$ cat src/rtl/tt_um_dice_roller_if.sv
// rtl/tt_um_dice_roller_if.sv - TinyTapeout tile pin bundle for the dice roller
//
// Groups the tile's user pins so the die core and its driver share one port.
// Ports:
//   ena      tile enable (carried for completeness, not used by the core)
//   ui_in    [6:0] die buttons d4..d100, [7] unused
//   uio_in   [5] button level, [6] segment lit level, [7] common active level
//   uo_out   segments a..g in [6:0], dp in [7]
//   uio_out  [0] units common, [1] tens common, [7:2] zero
//   uio_oe   output enables for uio_out
// Modports: master drives the inputs (board / bench), slave is the die core.

interface tt_um_dice_roller_if;
  logic       ena;
  logic [7:0] ui_in;
  logic [7:0] uio_in;
  logic [7:0] uo_out;
  logic [7:0] uio_out;
  logic [7:0] uio_oe;

  modport master (
    output ena, ui_in, uio_in,
    input  uo_out, uio_out, uio_oe
  );

  modport slave (
    input  ena, ui_in, uio_in,
    output uo_out, uio_out, uio_oe
  );
endinterface

$ cat src/rtl/tt_um_dice_roller.sv
// rtl/tt_um_dice_roller.sv - seven-die electronic dice with two-digit muxed 7-segment display
//
// Holding a die button cycles a counter through 1..N at clock rate; releasing it
// freezes the value, which is shown on a multiplexed two-digit display.
// Ports:
//   clk    system clock
//   rst_n  asynchronous active-low reset
//   bus    tt_um_dice_roller_if.slave (ui_in buttons, uio_in polarity straps,
//          uo_out segments, uio_out digit commons, uio_oe enables)
// Parameters:
//   MUX_BITS     display digit toggles every 2^MUX_BITS clocks
//   SYNC_STAGES  synchronizer depth on every button input
// Optional feature macro: ROLLING_DISPLAY_EN -- when defined the live counter is
// shown while rolling; otherwise the display is blank during a roll.

module tt_um_dice_roller #(
  parameter int MUX_BITS    = 10,
  parameter int SYNC_STAGES = 2
) (
  input  logic                  clk,
  input  logic                  rst_n,
  tt_um_dice_roller_if.slave    bus
);

  localparam logic [0:0] ST_IDLE = 1'b0;
  localparam logic [0:0] ST_ROLL = 1'b1;

  // Straps
  logic btn_level, seg_level, com_level;
  assign btn_level = bus.uio_in[5];
  assign seg_level = bus.uio_in[6];
  assign com_level = bus.uio_in[7];

  logic unused_pins;
  assign unused_pins = &{1'b0, bus.ena, bus.ui_in[7], bus.uio_in[4:0]};

  // Button synchronizer; a stage value of 1 always means "pressed"
  logic [6:0] pressed_raw;
  assign pressed_raw = bus.ui_in[6:0] ~^ {7{btn_level}};

  logic [6:0] sync_q [SYNC_STAGES];

  always_ff @(posedge clk or negedge rst_n) begin
    if (!rst_n) begin
      for (int i = 0; i < SYNC_STAGES; i++) sync_q[i] <= 7'd0;
    end else begin
      sync_q[0] <= pressed_raw;
      for (int i = 1; i < SYNC_STAGES; i++) sync_q[i] <= sync_q[i-1];
    end
  end

  logic [6:0] btn;
  logic       any_btn;
  assign btn     = sync_q[SYNC_STAGES-1];
  assign any_btn = |btn;

  // Lowest-index pressed button selects the die size
  logic [6:0] die_sel;
  always_comb begin
    die_sel = 7'd0;
    casez (btn)
      7'b??????1: die_sel = 7'd4;
      7'b?????10: die_sel = 7'd6;
      7'b????100: die_sel = 7'd8;
      7'b???1000: die_sel = 7'd10;
      7'b??10000: die_sel = 7'd12;
      7'b?100000: die_sel = 7'd20;
      7'b1000000: die_sel = 7'd100;
      default:    die_sel = 7'd0;
    endcase
  end

  // Roll state machine
  logic [0:0] state;
  logic [6:0] die_n;
  logic [6:0] counter;
  logic [6:0] result;

  always_ff @(posedge clk or negedge rst_n) begin
    if (!rst_n) begin
      state   <= ST_IDLE;
      die_n   <= 7'd0;
      counter <= 7'd0;
      result  <= 7'd0;
    end else begin
      case (state)
        ST_IDLE: begin
          if (any_btn) begin
            state   <= ST_ROLL;
            die_n   <= die_sel;
            counter <= 7'd1;
            result  <= 7'd0;
          end
        end
        default: begin
          if (any_btn) begin
            counter <= (counter == die_n) ? 7'd1 : counter + 7'd1;
          end else begin
            // counter still holds the value from the last pressed cycle
            state  <= ST_IDLE;
            result <= counter;
          end
        end
      endcase
    end
  end

  // Digit multiplexer: MSB of the free-running counter picks the digit
  logic [MUX_BITS:0] mux_cnt;
  always_ff @(posedge clk or negedge rst_n) begin
    if (!rst_n) mux_cnt <= '0;
    else        mux_cnt <= mux_cnt + 1'b1;
  end

  logic digit_sel;
  assign digit_sel = mux_cnt[MUX_BITS];

  // Value on display; 0 means blank
  logic [6:0] disp_val;
`ifdef ROLLING_DISPLAY_EN
  assign disp_val = (state == ST_ROLL) ? counter : result;
`else
  assign disp_val = (state == ST_ROLL) ? 7'd0 : result;
`endif

  // 100 wraps to "00" on the two digits
  logic [6:0] tens_v, units_v;
  assign tens_v  = (disp_val == 7'd100) ? 7'd0 : disp_val / 7'd10;
  assign units_v = disp_val % 7'd10;

  logic blank;
  assign blank = (disp_val == 7'd0) || (digit_sel && disp_val < 7'd10);

  logic [6:0] digit_v;
  assign digit_v = digit_sel ? tens_v : units_v;

  logic [6:0] pattern;
  always_comb begin
    pattern = 7'h00;
    if (!blank) begin
      case (digit_v)
        7'd0: pattern = 7'h3F;
        7'd1: pattern = 7'h06;
        7'd2: pattern = 7'h5B;
        7'd3: pattern = 7'h4F;
        7'd4: pattern = 7'h66;
        7'd5: pattern = 7'h6D;
        7'd6: pattern = 7'h7D;
        7'd7: pattern = 7'h07;
        7'd8: pattern = 7'h7F;
        7'd9: pattern = 7'h6F;
        default: pattern = 7'h00;
      endcase
    end
  end

  // dp is never lit; polarity straps act purely combinationally
  assign bus.uo_out  = seg_level ? {1'b0, pattern} : ~{1'b0, pattern};
  assign bus.uio_out = {6'b0,
                        digit_sel  ? com_level : ~com_level,
                        !digit_sel ? com_level : ~com_level};
  assign bus.uio_oe  = 8'b0000_0011;

endmodule

$ cat src/flat_wrapper.sv
// flat-port wrapper written by rule: the top's interface ports become plain ports
module tt_um_dice_roller_flat 
#(
  parameter int MUX_BITS    = 10,
  parameter int SYNC_STAGES = 2
)
  (clk, rst_n, bus_ena, bus_ui_in, bus_uio_in, bus_uo_out, bus_uio_out, bus_uio_oe);
  tt_um_dice_roller_if bus_i ();
  input  logic clk;
  input  logic rst_n;
  input wire logic [$bits(bus_i.ena)-1:0] bus_ena;
  input wire logic [$bits(bus_i.ui_in)-1:0] bus_ui_in;
  input wire logic [$bits(bus_i.uio_in)-1:0] bus_uio_in;
  output wire logic [$bits(bus_i.uo_out)-1:0] bus_uo_out;
  output wire logic [$bits(bus_i.uio_out)-1:0] bus_uio_out;
  output wire logic [$bits(bus_i.uio_oe)-1:0] bus_uio_oe;
  assign bus_i.ena = bus_ena;
  assign bus_i.ui_in = bus_ui_in;
  assign bus_i.uio_in = bus_uio_in;
  assign bus_uo_out = bus_i.uo_out;
  assign bus_uio_out = bus_i.uio_out;
  assign bus_uio_oe = bus_i.uio_oe;
  tt_um_dice_roller #(.MUX_BITS(MUX_BITS), .SYNC_STAGES(SYNC_STAGES)) u_core (.clk(clk), .rst_n(rst_n), .bus(bus_i));
endmodule
$ cat config.mk
export PLATFORM = sky130hd
export DESIGN_NAME = tt_um_dice_roller_flat
export DESIGN_NICKNAME = d
export VERILOG_FILES = /design/src/rtl/tt_um_dice_roller_if.sv /design/src/rtl/tt_um_dice_roller.sv /design/src/flat_wrapper.sv
export SDC_FILE = /design/constraint.sdc
export NUM_CORES = 1
export LEC_CHECK = 0
export ABC_AREA = 1
export CORE_ASPECT_RATIO = 0.7
export CORE_UTILIZATION = 50
export DETAILED_ROUTE_END_ITERATION = 7
export PLACE_DENSITY = 0.74
export SETUP_SLACK_MARGIN = 0.02
export SLEW_MARGIN = 20
export SYNTH_ARGS = -nofsm -noshare
export SYNTH_HDL_FRONTEND = slang
export SYNTH_SLANG_ARGS = --single-unit
$ cat constraint.sdc
create_clock -name clk -period 11.5 [get_ports clk]
set_input_delay 1.15 -clock clk [delete_from_list [all_inputs] [get_ports clk]]
set_output_delay 1.15 -clock clk [all_outputs]
set_load 0.01 [all_outputs]
==> qor.txt <==
status: finished clean
crit path from: u_core.state$_DFF_PN0_
DR pass1 iterations: 5
Final Cycle Share: 56.6%
final setup violation count: 0
slowest cell on the critical path: dfrtp_1
Reg-to-Reg Start: u_core.btn[1]$_DFF_PN0_
clk buf depth: 2
syn avg cell area: 7.98 µm²
Die W: 95.7 µm
antenna cells: 0
Via Count: 2440
post-synth cell types: 41
CP max stage delay: 0.70 ns
Worst VDD drop: 0.000168 V
capturing element type of the critical path: primary output
Main synth FF type: dfrtp_1
Pins Over Slew Limit: 0
I/O Buffers: 21
root buffer cell: clkbuf_8
first-pass GRT wire length: 10100 µm
postcts setup bufs: 0
HPWL Detailed: 4530 µm
pwr dens: 120 nW/µm²
Worst-Skew Late Latency: 0.28 ns
family with the most delay on the worst path: simple AND/OR/NAND/NOR gates
Area Growth Syn to Fin: 9.57%
post-route cell area: 3370 µm²
number of synthesized flops with an enable pin: 0
Worst Min Path Start: u_core.sync_q[12]$_DFF_PN0_
worst path required time: 10.35 ns
Post-Route WL: 5720 µm
share of post-route cells with drive strength above 1: 12.8%
Hold EP: u_core.btn[5]$_DFF_PN0_
flip-flop and latch count after synthesis: 45
unrepaired setup endpoints after global routing: no
Rows: 23
actual slew at the worst max-slew pin: 0.557 ns
Synth top area share: 36.6%
starting density of the core: 52.9%
nets: 438
CTS buffer count: 5
ys async rst share: 100%
top fanout value on the critical path: 11
initial antenna violation count: 0
FF-to-FF setup slack: 9.62 ns
top post-synthesis cells by area: dfrtp_1 37%, nand2_1 9.3%, inv_1 6.1%
# Max-Cap Violations: 0
commonest non-fill, non-tap cell in the layout: nand2_1
Setup TNS: 0 ns
post-CTS sizing: 0
FF-to-FF path depth: 8
Startpoint Class: flip-flop
Overflow after GRT: 0
Ys Warns: 0
drt wl/cell: 11.9 µm
Yosys top cell by area: dfrtp_1
area of placed instances: 3280 µm²
core area: 5810 µm²
Ports: 43
critical path class: reg -> out
CP arrival: 5.35 ns
Die Area: 6470 µm²
clock skew: 0.00600 ns
P_leak: 1.77 nW
PnR worst setup slack: 5.00 ns
Worst-path clk slew: 0.08 ns
fin crit period: 6.50 ns
Slew headroom: 62.9%
buffers plus inverters on the worst setup path: 6
ANT nets after route: 0
Hold Crit Class: reg -> reg
Initial DRC Count: 124
post-synthesis sequential area ratio: 36.6%
clock sinks: 45
vias in the first global route: 2258
Vias/cell: 5.07
GP Congestion: 0.905
CTS tree: built
overall routing resource usage: 20.2%
pre-CTS setup slack: 5.34 ns
Worst path depth: 32
DRC Markers: 0
CTS Hold Bufs: 0
H-tree depth: 2
Pwr Total: 403 µW
pin count of the biggest net entering global routing: 46
maximum clock frequency: 0.154 GHz
hold depth: 0
Synth Instances: 385
final hold violation count: 0
reg2reg end: u_core.result[4]$_DFFE_PN0P_
Chip Height: 67.6 µm
commonest cells after routing, fill and taps aside: 76 x nand2_1, 50 x inv_1, 45 x dfrtp_1, 32 x nand3_1, 24 x nor2_1
synthesized area: 3070 µm²
-- worst max path at each step --
stage | slack (ns) | to
2_1_floorplan | 6.67 | bus_uo_out[1]
3_3_place_gp | 5.45 | bus_uo_out[1]
3_5_place_dp | 5.34 | bus_uo_out[1]
4_1_cts | 4.99 | bus_uo_out[1]
5_1_grt | 4.57 | bus_uo_out[1]
6_report | 5.00 | bus_uo_out[1]
-- synthesized netlist by cell type, types with 2 or more instances --
library cell  count
nand3_4           2
o22ai_1           2
xor2_1           12
nor2_1           24
nor2_4            4
a21oi_1           5
o211ai_1          2
nor3_1            6
dfrtp_1          45
nand3_2           7
nor2_2            2
nand2_2          12
nand2_4           7
buf_4            14
ha_1             13
o31ai_1           2
xnor2_1           9
buf_6             2
clkbuf_1          3
o21ai_0          20
nand2_1          76
nand3_1          32
nand4_1          10
inv_2             6
conb_1            2
inv_1            50
o21ai_1           2
-- state kept, by name, indices dropped and copies added, names as in the netlist --
register,flops
u_core.die_n,5
u_core.counter,7
u_core.result,7
u_core.state,1
u_core.sync_q,7
u_core.mux_cnt,11
u_core.btn,7
-- logic make-up (layout without fill, tap and decap cells) --
kind of cell	count (synthesis)	count (layout)	synth area share, %
other	2	14	0.244
AOI/OAI and AO/OA	40	40	7.65
and+or+nand+nor	188	188	32.7
DFF	45	45	36.6
buffers and inverters	76	85	11.5
xor gates and xnor gates	21	21	5.99
adders and majority gates	13	13	5.29
-- power breakdown --
group	internal (mW)	switching, mW	total (mW)
Combinational	0.0372	0.0548	0.0920
Sequential	0.188	0.0286	0.217
Clock	0.0476	0.0463	0.0940
-- per-stage QoR --
step / hold slack (ns) / cells / util (%)
floorplan: 0.331 / 397 / -
CTS: 0.353 / 481 / 57.9
finish: 0.351 / 481 / 57.9
detailed placement: 0.336 / 474 / 56.4
global route: 0.359 / 481 / 57.9
global placement: 0.331 / 474 / 56.4
-- layer usage --
layer | up-vias | track usage [%] | routed length (µm)
li1 | 1255 | - | -
met1 | 1126 | 29.6 | 2940
met2 | 57 | 32.2 | 2510
met3 | 2 | 2.82 | 263
met4 | 0 | 3.54 | 3
met5 | - | 0 | 0
-- area by class of cell --
class	count	area [µm²]
clock buffers	7	86.3
fillers	541	2450
inverters	57	214
multi-input cells	276	1640
flip-flops and latches	45	1130
well taps	75	93.8
repair buffers	21	208
Note: power is estimated with default switching activity, not from simulation.
